## src/rtl/vec_lane_sequencer.sv

```systemverilog
// Vector-to-scalar lane sequencer: captures a 16-lane operand and streams
// its lanes one element per handshake, lane 0 first, through a 16:1 mux.

module mux16_1 #(
  parameter int N = 4
) (
  input  logic [16*N-1:0] i_data,
  input  logic [3:0]      i_sel,
  output logic [N-1:0]    o_data
);
  assign o_data = i_data[i_sel*N +: N];
endmodule

module vec_lane_sequencer #(
  parameter int N = 4
) (
  input  logic            clk,
  input  logic            rst,
  input  logic [16*N-1:0] vec_in,
  input  logic [4:0]      count,
  input  logic            load,
  output logic            in_ready,
  input  logic            abort,
  output logic [N-1:0]    elem_out,
  output logic            elem_valid,
  input  logic            elem_ready,
  output logic [3:0]      sel,
  output logic            last,
  output logic            done,
  output logic            busy
);

  typedef enum logic [1:0] {
    S_IDLE,
    S_RUN,
    S_DONE
  } state_t;

  state_t            r_state;
  state_t            w_state_nx;
  logic [16*N-1:0]   r_lanes;
  logic [3:0]        r_idx;
  logic [3:0]        w_idx_nx;
  logic [4:0]        r_len;
  logic [4:0]        w_len_in;
  logic [4:0]        w_len_m1;
  logic              w_capture;
  logic              w_at_last;

  // A count of 0 or anything above 16 selects the full vector.
  assign w_len_in  = ((count == 5'd0) || (count > 5'd16)) ? 5'd16 : count;
  assign w_len_m1  = r_len - 5'd1;
  assign w_at_last = (r_idx == w_len_m1[3:0]);

  always_comb begin
    w_state_nx = r_state;
    w_idx_nx   = r_idx;
    w_capture  = 1'b0;
    unique case (r_state)
      S_IDLE: begin
        if (load) begin
          w_capture  = 1'b1;
          w_idx_nx   = '0;
          w_state_nx = S_RUN;
        end
      end
      S_RUN: begin
        if (elem_ready) begin
          if (w_at_last) w_state_nx = S_DONE;
          else           w_idx_nx   = r_idx + 4'd1;
        end
      end
      S_DONE: begin
        w_state_nx = S_IDLE;
        w_idx_nx   = '0;
      end
      default: begin
        w_state_nx = S_IDLE;
        w_idx_nx   = '0;
      end
    endcase
    // Flush wins over capture and over the handshake.
    if (abort) begin
      w_state_nx = S_IDLE;
      w_idx_nx   = '0;
      w_capture  = 1'b0;
    end
  end

  always_ff @(posedge clk or posedge rst) begin
    if (rst) begin
      r_state <= S_IDLE;
      r_idx   <= '0;
      r_len   <= '0;
      r_lanes <= '0;
    end else begin
      r_state <= w_state_nx;
      r_idx   <= w_idx_nx;
      if (w_capture) begin
        r_lanes <= vec_in;
        r_len   <= w_len_in;
      end
    end
  end

  mux16_1 #(.N(N)) u_mux (
    .i_data (r_lanes),
    .i_sel  (r_idx),
    .o_data (elem_out)
  );

  assign in_ready   = (r_state == S_IDLE);
  assign busy       = (r_state != S_IDLE);
  assign elem_valid = (r_state == S_RUN);
  assign done       = (r_state == S_DONE);
  assign sel        = r_idx;
  assign last       = (r_state == S_RUN) && w_at_last;

endmodule
```

## config.mk

```make
export PLATFORM = sky130hd
export DESIGN_NAME = vec_lane_sequencer
export DESIGN_NICKNAME = d
export VERILOG_FILES = /design/src/rtl/vec_lane_sequencer.sv
export SDC_FILE = /design/constraint.sdc
export NUM_CORES = 1
export LEC_CHECK = 0
export CORE_MARGIN = 3
export CORE_UTILIZATION = 53
export DETAILED_ROUTE_END_ITERATION = 16
export GPL_ROUTABILITY_DRIVEN = 1
export GPL_TIMING_DRIVEN = 0
export PLACE_DENSITY = 0.85
export SETUP_SLACK_MARGIN = 0.4
export SLEW_MARGIN = 25
export SYNTH_ARGS = -nofsm -noshare
export SYNTH_HDL_FRONTEND = slang
export SYNTH_SLANG_ARGS = --single-unit
```

## constraint.sdc

```tcl
create_clock -name clk -period 7.6 [get_ports clk]
set_clock_uncertainty 0.1 [all_clocks]
set_input_delay 1.9 -clock clk [delete_from_list [all_inputs] [get_ports clk]]
set_output_delay 1.9 -clock clk [all_outputs]
set_load 0.02 [all_outputs]
```

==> results of run 1 <==
## through the flow
stage                     hold WS, ns  cell area, um^2  cells
after global placement          0.384             4450    399
after detailed placement        0.391             4480    400
after CTS                       0.408             4700    416
after global routing            0.415             4700    416
after floorplan                 0.375             3490    238
final                           0.405             4700    416
## worst paths after layout
path	slack, ns	start	endpoint
max	2.80	sel[1]	elem_out[3]
min	0.41	r_lanes[43]	r_lanes[43]
max reg2reg	5.58	r_state[0]	r_lanes[39]
min reg2reg	0.41	r_lanes[43]	r_lanes[43]
min in group asynchronous	1.78	rst	r_lanes[12]
max in group asynchronous	5.09	rst	r_lanes[45]
## sequential cells by signal (all words and copies together), names as in the netlist
signal and count:
r_state 2, r_len 4, r_lanes 64, sel 4
## synth_stat cells, types with 2 or more instances
library cell	number	area share, %
mux4_2	16	10
a22oi_1	8	1.7
buf_4	3	0.64
nor2_1	6	0.64
nor3_1	4	0.57
nand2_1	6	0.64
dfrtp_1	74	53
xor2_1	2	0.50
or2_0	2	0.36
a32o_1	2	0.57
o21ai_0	4	0.57
nor2b_1	3	0.54
ha_1	2	0.72
nand3b_1	4	0.86
inv_1	8	0.86
buf_2	9	1.3
mux2_2	64	21
## worst max-delay path, delay by kind of cell (launching register included)
family	cells	cell delay (ns)
flops	1	0.38
compound gates	1	0.20
buf+inv	3	1.34
mux	1	0.43
simple gates	1	0.10
## where the power goes
part	internal, mW	switching, mW	total [mW]
clock	0.195	0.149	0.344
combinational	0.183	0.108	0.291
sequential	0.483	0.0493	0.532
## cell type report
type / instances / area (um^2)
well taps: 75 / 93.8
flip-flops and latches: 74 / 1850
clock buffers: 10 / 138
fillers: 391 / 1430
clock inverters: 6 / 87.6
plain buffers: 14 / 82.6
inverters: 8 / 32.5
multi-input cells: 142 / 1530
repair buffers: 87 / 888
## cells by family (layout without fill, tap and decap cells)
family / count (synthesis) / count (layout) / share of synthesized area (%)
mux: 81 / 81 / 31.2
buf+inv: 22 / 125 / 3.22
fa+ha+maj: 2 / 2 / 0.716
xor+xnor: 5 / 5 / 1.86
flops: 74 / 74 / 53.0
compound gates: 21 / 21 / 4.52
simple gates: 33 / 33 / 5.41
## per-layer routing
metal / vias up / global-route usage, % / part of all wire [%]
li1: 1077 / - / -
met1: 1122 / 25.5 / 41
met2: 71 / 35.9 / 50
met3: 16 / 7.95 / 7.1
met4: 0 / 7.67 / 2.0
met5: - / 0 / 0
==> flow_summary_export.csv, run 1 <==
group,metric,value,unit
routing,viasPerCell,5.50,
hold_path,hold_class,"flip-flop to flip-flop",
global_routing,grt.total_usage,21.5,%
floorplanning,die_width,87.2,um
cells_and_area,area_growth,34.6,%
routing,vias,2286,
placed_design,port_buffers,86,
yosys,syn_inst,238,
clock_network,tritoncts,"done",
routing,drt.antenna.violating_nets,0,
sta,finalWorstSetupSlack,2.80,ns
clock_network,clock_sinks,74,
sta,slew_violations,0,
sta,max_freq,208,MHz
global_routing,grt_pass1_wl,12.1,mm
cells_and_area,layout_commonest_cell,"clkdlybuf4s50_1",
global_routing,grt_max_degree,47,
worst_setup_path,worst_setup_path_end_kind,"output port",
power_and_ir_drop,power,1.17,mW
yosys,synth.net_count,314,
clock_network,clock_latency,0.34,ns
clock_network,hold_buffers,0,
power_and_ir_drop,leakagePower,1.92,nW
placed_design,pre_cts_ws,3.16,ns
floorplanning,dieArea,0.00760,mm^2
yosys,mappedNetlistArea,0.00349,mm^2
routing,drc,0,
floorplanning,core,0.00613,mm^2
yosys,ys_seq_elements,74,
yosys,synth_edf_count,0,
power_and_ir_drop,vdd_drop_max,193,uV
clock_network,post_cts_buffers,0,
global_routing,antenna_found_initial,0,
clock_network,cts_buffers,9,
yosys,avgSynthCellArea,14.7,um^2
worst_setup_path,critical-path-max-stage-delay,0.57,ns
worst_setup_path,cp.arrival,2.80,ns
sta,post-route-period-util,63.1,%
global_routing,grt_pass1_vias,2456,
worst_setup_path,criticalPathCategory,"flip-flop to output port",
routing,post_drt_wl_per_cell,18.0,um
worst_setup_path,crit_path_start_kind,"flip-flop",
sta,min_period,4.80,ns
clock_network,cts_resized,0,
worst_setup_path,required,5.60,ns
status,run_status,"finished clean",
yosys,async_reset_ff_share,100,%
sta,rsz0062_at_grt,"false",
floorplanning,start_util,57.0,%
global_routing,gr-total-overflow,0,
sta,tightest_slew,0.688,ns
yosys,ys_seq_area_share,53.0,%
clock_network,clk_pin_slew,0.07,ns
sta,setup-tns-final,0,ns
yosys,yosys_warnings,0,
sta,final_hold_viol_count,0,
placed_design,gp_congestion,0.786,
sta,report.final.setup_viol,0,
worst_setup_path,reg2regPathDepth,4,
yosys,synth_ff_type,"dfrtp_1",
routing,first_iter_violations,30,
routing,wirelength,7.50,mm
floorplanning,io_pins,87,
clock_network,cts.htree.levels,3,
cells_and_area,antenna_cells,0,
cells_and_area,drive_gt1_share,33.1,%
hold_path,hold_depth,1,
clock_network,clockRootBuffer,"clkbuf_8",
sta,relSlewSlack,53.5,%
floorplanning,rows,28,
worst_setup_path,crit_chain,"buf_4 -> clkbuf_1 -> mux4_2 -> a22oi_1 -> nand2_1 -> clkdlybuf4s50_1",
yosys,yosysUniqueCellTypes,38,
floorplanning,fp.dieH,87.2,um
cells_and_area,fin_util,76.7,%
power_and_ir_drop,power_density,248,mW/mm^2
flow_run,drv_cap,0,
worst_setup_path,cpMaxStageDelayCell,"clkbuf_1",
placed_design,dp_hpwl,5.70,mm
cells_and_area,most-common-layout-cells,"86 x clkdlybuf4s50_1, 74 x dfrtp_1, 64 x mux2_2, 16 x mux4_2, 10 x clkbuf_8",
clock_network,clockBufferDepth,2,
worst_setup_path,worst-path-max-fanout,10,
routing,drt-pass1-iter-count,4,
cells_and_area,layout.nets,412,
No activity file was read; power rests on OpenSTA's default activity.
==> inputs of run 2 (changes only) <==
Settings changed: CORE_UTILIZATION 53 to 44, PLACE_DENSITY 0.85 to 0.76.
Clock period 7.6 ns to 4.3 ns, I/O delays scaled along.
==> run 2 against run 1 <==
Critical path depth did not move; routed wire length rose by 0.11%; first-iteration DRC count rose by 140%; sequential cell count did not move; die area rose by 19%; combinational power rose by 78%; highest routed layer unchanged; count of clock-buffer cells in the layout did not move; cell count rose by 5.5%; power rose by 80%; clock power rose by 88%; via count rose by 0.87%; cell area rose by 1.2%.
==> flow_summary_export.csv, run 2 (synthesized netlist as in run 1, its figures left out) <==
group,metric,value,unit
worst_setup_path,worst_setup_path_end_kind,"output port",
clock_network,tritoncts,"done",
sta,rsz0062_at_grt,"false",
floorplanning,core,0.00749,mm^2
power_and_ir_drop,vdd_drop_max,226,uV
routing,drc,0,
clock_network,cts.htree.levels,3,
routing,drt.antenna.violating_nets,0,
power_and_ir_drop,power_density,441,mW/mm^2
sta,final_hold_viol_count,0,
worst_setup_path,r2r-end,"r_lanes[1]",
cells_and_area,most-common-layout-cells,"85 x clkdlybuf4s50_1, 74 x dfrtp_1, 64 x mux2_2, 16 x mux4_2, 10 x clkbuf_8",
worst_setup_path,worst-path-max-fanout,10,
sta,min_period,3.79,ns
cells_and_area,area_growth,36.3,%
sta,post-route-period-util,88.1,%
hold_path,hold_class,"flip-flop to flip-flop",
flow_run,drv_cap,0,
sta,slew_violations,0,
floorplanning,rows,31,
sta,timing.hold.ws,0.405,ns
placed_design,gp_congestion,0.740,
sta,relSlewSlack,51.8,%
clock_network,clockBufferDepth,2,
placed_design,pre_cts_ws,0.653,ns
routing,post_drt_wl_per_cell,17.1,um
worst_setup_path,criticalPathCategory,"flip-flop to output port",
clock_network,clockRootBuffer,"clkbuf_8",
sta,tightest_slew,0.713,ns
clock_network,post_cts_buffers,0,
cells_and_area,multiInputGateArea,0.00153,mm^2
routing,wirelength,7.51,mm
sta,finalWorstSetupSlack,0.510,ns
global_routing,gr-total-overflow,0,
worst_setup_path,cp-endpoint,"elem_out[2]",
worst_setup_path,r2r_start,"r_state[0]",
cells_and_area,antenna_cells,0,
cells_and_area,fill_cells,588,
global_routing,grt_pass1_wl,11.8,mm
status,run_status,"finished clean",
placed_design,port_buffers,86,
worst_setup_path,required,3.12,ns
cells_and_area,seq_area,0.00185,mm^2
worst_setup_path,crit_start,"sel[0]",
floorplanning,start_util,46.6,%
cells_and_area,layout.nets,412,
placed_design,dp_hpwl,5.70,mm
hold_path,hold_depth,1,
sta,report.final.setup_viol,0,
worst_setup_path,r2r_slack,2.30,ns
worst_setup_path,cp.arrival,2.62,ns
worst_setup_path,crit_path_start_kind,"flip-flop",
global_routing,antenna_found_initial,0,
cells_and_area,largest_register_ffs,64,
cells_and_area,regMostFlops,"r_lanes",
routing,vias,2306,
power_and_ir_drop,leakagePower,1.95,nW
routing,first_iter_violations,73,
clock_network,clock_latency,0.33,ns
sta,max_freq,264,MHz
cells_and_area,drive_gt1_share,33.2,%
global_routing,grt_pass1_vias,2380,
floorplanning,io_pins,87,
clock_network,clk_pin_slew,0.08,ns
clock_network,cts_buffers,9,
cells_and_area,layout_commonest_cell,"clkdlybuf4s50_1",
global_routing,grt.total_usage,17.6,%
sta,setup-tns-final,0,ns
floorplanning,fp.dieH,95.1,um
routing,viasPerCell,5.25,
worst_setup_path,reg2regPathDepth,4,
routing,drt-pass1-iter-count,4,
global_routing,grt_max_degree,47,
floorplanning,dieArea,0.00904,mm^2
floorplanning,die_width,95.1,um
clock_network,clock_sinks,74,
## run 2: worst min-delay path by stage
stage | start | end
after floorplan | r_lanes[26] | r_lanes[26]
after global placement | r_lanes[46] | r_lanes[46]
after detailed placement | r_lanes[27] | r_lanes[27]
after CTS | r_lanes[43] | r_lanes[43]
after global routing | r_lanes[38] | r_lanes[38]
final | r_lanes[54] | r_lanes[54]
## run 2: routing by layer
layer | global-route usage [%] | vias up | wire, um
li1 | - | 1073 | -
met1 | 24.0 | 1166 | 3290
met2 | 27.4 | 61 | 3720
met3 | 4.34 | 6 | 431
met4 | 6.37 | 0 | 70
met5 | 0 | - | 0
## run 2: critical path, cell delays in order (launching register included)
cell             delay (ns)
dfrtp_1                0.44
buf_6                  0.21
buf_6                  0.20
mux4_2                 0.56
a22oi_1                0.21
nand2_1                0.09
clkdlybuf4s50_1        0.55
## run 2: metrics by stage
stage	cells	instance area (um^2)	power [mW]	util, %
floorplan	238	3490	1.27	-
global placement	423	4480	1.45	59.8
detailed placement	424	4510	1.47	60.2
CTS	439	4750	2.12	63.5
global route	439	4760	2.21	63.6
finish	439	4760	2.10	63.6
## run 2: where the power goes
group	leakage [nW]	switching [mW]	internal, mW
clock	0.118	0.248	0.397
sequential	0.885	0.0825	0.853
combinational	0.942	0.193	0.326
## run 2: final cells by class
class	count	area share [%]
repair buffers	87	18.7
flip-flops and latches	74	38.9
plain buffers	14	1.92
well taps	99	2.60
clock buffers	10	2.89
multi-input cells	142	32.1
clock inverters	5	2.16
inverters	8	0.684
## run 2: what timing repair did
item | in CTS | in global routing
hold buffers | 0 | 0
resized for setup | 2 | 2
endpoints found under the setup margin | 4 | 4
pin swaps | 0 | 0
==> inputs of run 3 (changes only) <==
Settings changed: CORE_UTILIZATION 44 to 49, PLACE_DENSITY 0.76 to 0.8.
Clock period 4.3 ns to 4 ns, I/O delays scaled along.
==> run 3 against run 2 <==
Power decreased by 2.7%; worst hold slack got worse by 0.0028 ns; global-route usage increased by 2.4 points; clock power decreased by 24%; routed wire length about the same; register-to-register slack got worse by 0.26 ns; sequential cell count unchanged; critical path depth unchanged; sequential power increased by 8%.
==> flow_summary_export.csv, run 3 (synthesized netlist as in run 1, its figures left out) <==
group,metric,value,unit
status,run_status,"finished clean",
global_routing,grt_pass1_wl,12.7,mm
routing,drt-pass1-iter-count,6,
clock_network,hold_buffers,0,
clock_network,post_cts_buffers,0,
cells_and_area,fill_cells,510,
flow_run,drv_cap,0,
cells_and_area,largest_register_ffs,64,
worst_setup_path,worst-path-buf-inv,3,
routing,wirelength,7.51,mm
routing,first_iter_violations,78,
sta,finalWorstSetupSlack,0.560,ns
global_routing,gr-total-overflow,0,
cells_and_area,area_growth,33.5,%
power_and_ir_drop,power_density,438,mW/mm^2
worst_setup_path,crit_path_start_kind,"flip-flop",
cells_and_area,drive_gt1_share,33.1,%
clock_network,cts.htree.levels,3,
floorplanning,io_pins,87,
cells_and_area,antenna_cells,0,
global_routing,grt.total_usage,20.0,%
worst_setup_path,crit_top_cell,"buf_6",
routing,post_drt_wl_per_cell,17.2,um
cells_and_area,most-common-layout-cells,"81 x clkdlybuf4s50_1, 73 x dfrtp_1, 64 x mux2_2, 16 x mux4_2",
clock_network,clockBufferDepth,2,
floorplanning,core,0.00687,mm^2
clock_network,tritoncts,"done",
clock_network,cts_buffers,9,
cells_and_area,layout.nets,412,
worst_setup_path,required,2.90,ns
routing,drt.antenna.violating_nets,0,
sta,slew_violations,0,
placed_design,pre_cts_ws,0.479,ns
clock_network,clk_pin_slew,0.07,ns
hold_path,hold_depth,1,
cells_and_area,final_cell_area,0.00466,mm^2
sta,relSlewSlack,49.3,%
placed_design,dp_hpwl,5.68,mm
sta,final_hold_viol_count,0,
power_and_ir_drop,vdd_drop_max,247,uV
sta,setup-tns-final,0,ns
floorplanning,die_width,90.4,um
global_routing,grt_pass1_vias,2530,
sta,min_period,3.44,ns
routing,vias,2327,
clock_network,clock_sinks,74,
sta,rsz0062_at_grt,"false",
cells_and_area,layout_commonest_cell,"clkdlybuf4s50_1",
global_routing,grt_max_degree,43,
worst_setup_path,crit_family,"buffers and inverters",
floorplanning,rows,30,
sta,max_freq,291,MHz
worst_setup_path,worst_setup_path_end_kind,"output port",
clock_network,clock_latency,0.34,ns
routing,viasPerCell,5.32,
placed_design,placed_area,0.00450,mm^2
global_routing,antenna_found_initial,0,
worst_setup_path,worst-path-max-fanout,10,
worst_setup_path,cp.arrival,2.34,ns
worst_setup_path,reg2regPathDepth,7,
sta,tightest_slew,0.750,ns
sta,report.final.setup_viol,0,
floorplanning,dieArea,0.00818,mm^2
clock_network,clockRootBuffer,"clkbuf_8",
worst_setup_path,cpMaxStageDelayCell,"mux4_2",
power_and_ir_drop,leakagePower,1.90,nW
sta,post-route-period-util,86.0,%
floorplanning,fp.dieH,90.4,um
worst_setup_path,crit_cells,6,
worst_setup_path,crit_chain,"buf_6 -> buf_6 -> mux4_2 -> a22oi_1 -> nand2_1 -> dlygate4sd2_1",
cells_and_area,regMostFlops,"r_lanes",
placed_design,port_buffers,86,
routing,drc,0,
floorplanning,start_util,50.8,%
worst_setup_path,critical-path-max-stage-delay,0.53,ns
hold_path,hold_class,"flip-flop to flip-flop",
placed_design,gp_congestion,0.729,
worst_setup_path,criticalPathCategory,"flip-flop to output port",
run 3: cell types whose count changed in the layout (fill, tap and decap cells not counted), moves of 2 or more:
cell,delta
dlygate4sd2_1,+5
clkdlybuf4s50_1,-4
bufinv_16,-3
clkbuf_1,+2
clkinv_2,+2
run 3: final timing paths:
kind                              from           to  slack [ns]
max                             sel[0]  elem_out[1]        0.56
min                        r_lanes[25]  r_lanes[25]        0.40
max reg2reg                   r_len[0]       sel[3]        2.04
min reg2reg                r_lanes[25]  r_lanes[25]        0.40
max in group asynchronous          rst       sel[0]        2.31
min in group asynchronous          rst  r_lanes[46]        0.92
run 3: final cells by class:
cell class,count,area [um^2],area share [%]
multi-input combinational,142,1530,32.8
clock buffer,11,131,2.82
buffer,14,91.3,1.96
sequential,74,1850,39.7
tap,96,120,2.58
timing repair buffer,87,875,18.8
clock inverter,5,31.3,0.671
inverter,8,32.5,0.698
run 3: repair_timing:
item,CTS,global route
cloned,0,0
endpoints found under the setup margin,5,2
gates resized for setup,8,1
run 3: where the power goes:
group / internal, mW / switching, mW / total (mW)
Sequential: 0.917 / 0.0927 / 1.01
Clock: 0.223 / 0.265 / 0.488
Combinational: 0.340 / 0.206 / 0.545
Total: 1.48 / 0.564 / 2.04
run 3: routing by layer:
| layer | vias to the layer above | GRT usage, % | share of wire (%) | routed length (um) |
|---|---|---|---|---|
| li1 | 1075 | - | - | - |
| met1 | 1173 | 26.0 | 43 | 3260 |
| met2 | 68 | 31.5 | 49 | 3700 |
| met3 | 11 | 6.17 | 6.0 | 452 |
| met4 | 0 | 7.65 | 1.3 | 97 |
| met5 | - | 0 | 0 | 0 |
run 3: metrics by stage:
step	cells	util [%]	hold WS (ns)	total power, mW
after floorplan	238	-	0.375	1.37
after global placement	420	65.1	0.383	1.55
after detailed placement	421	65.4	0.391	1.58
after CTS	437	67.9	0.408	2.07
after global routing	437	67.9	0.426	2.17
final	437	67.9	0.402	2.04
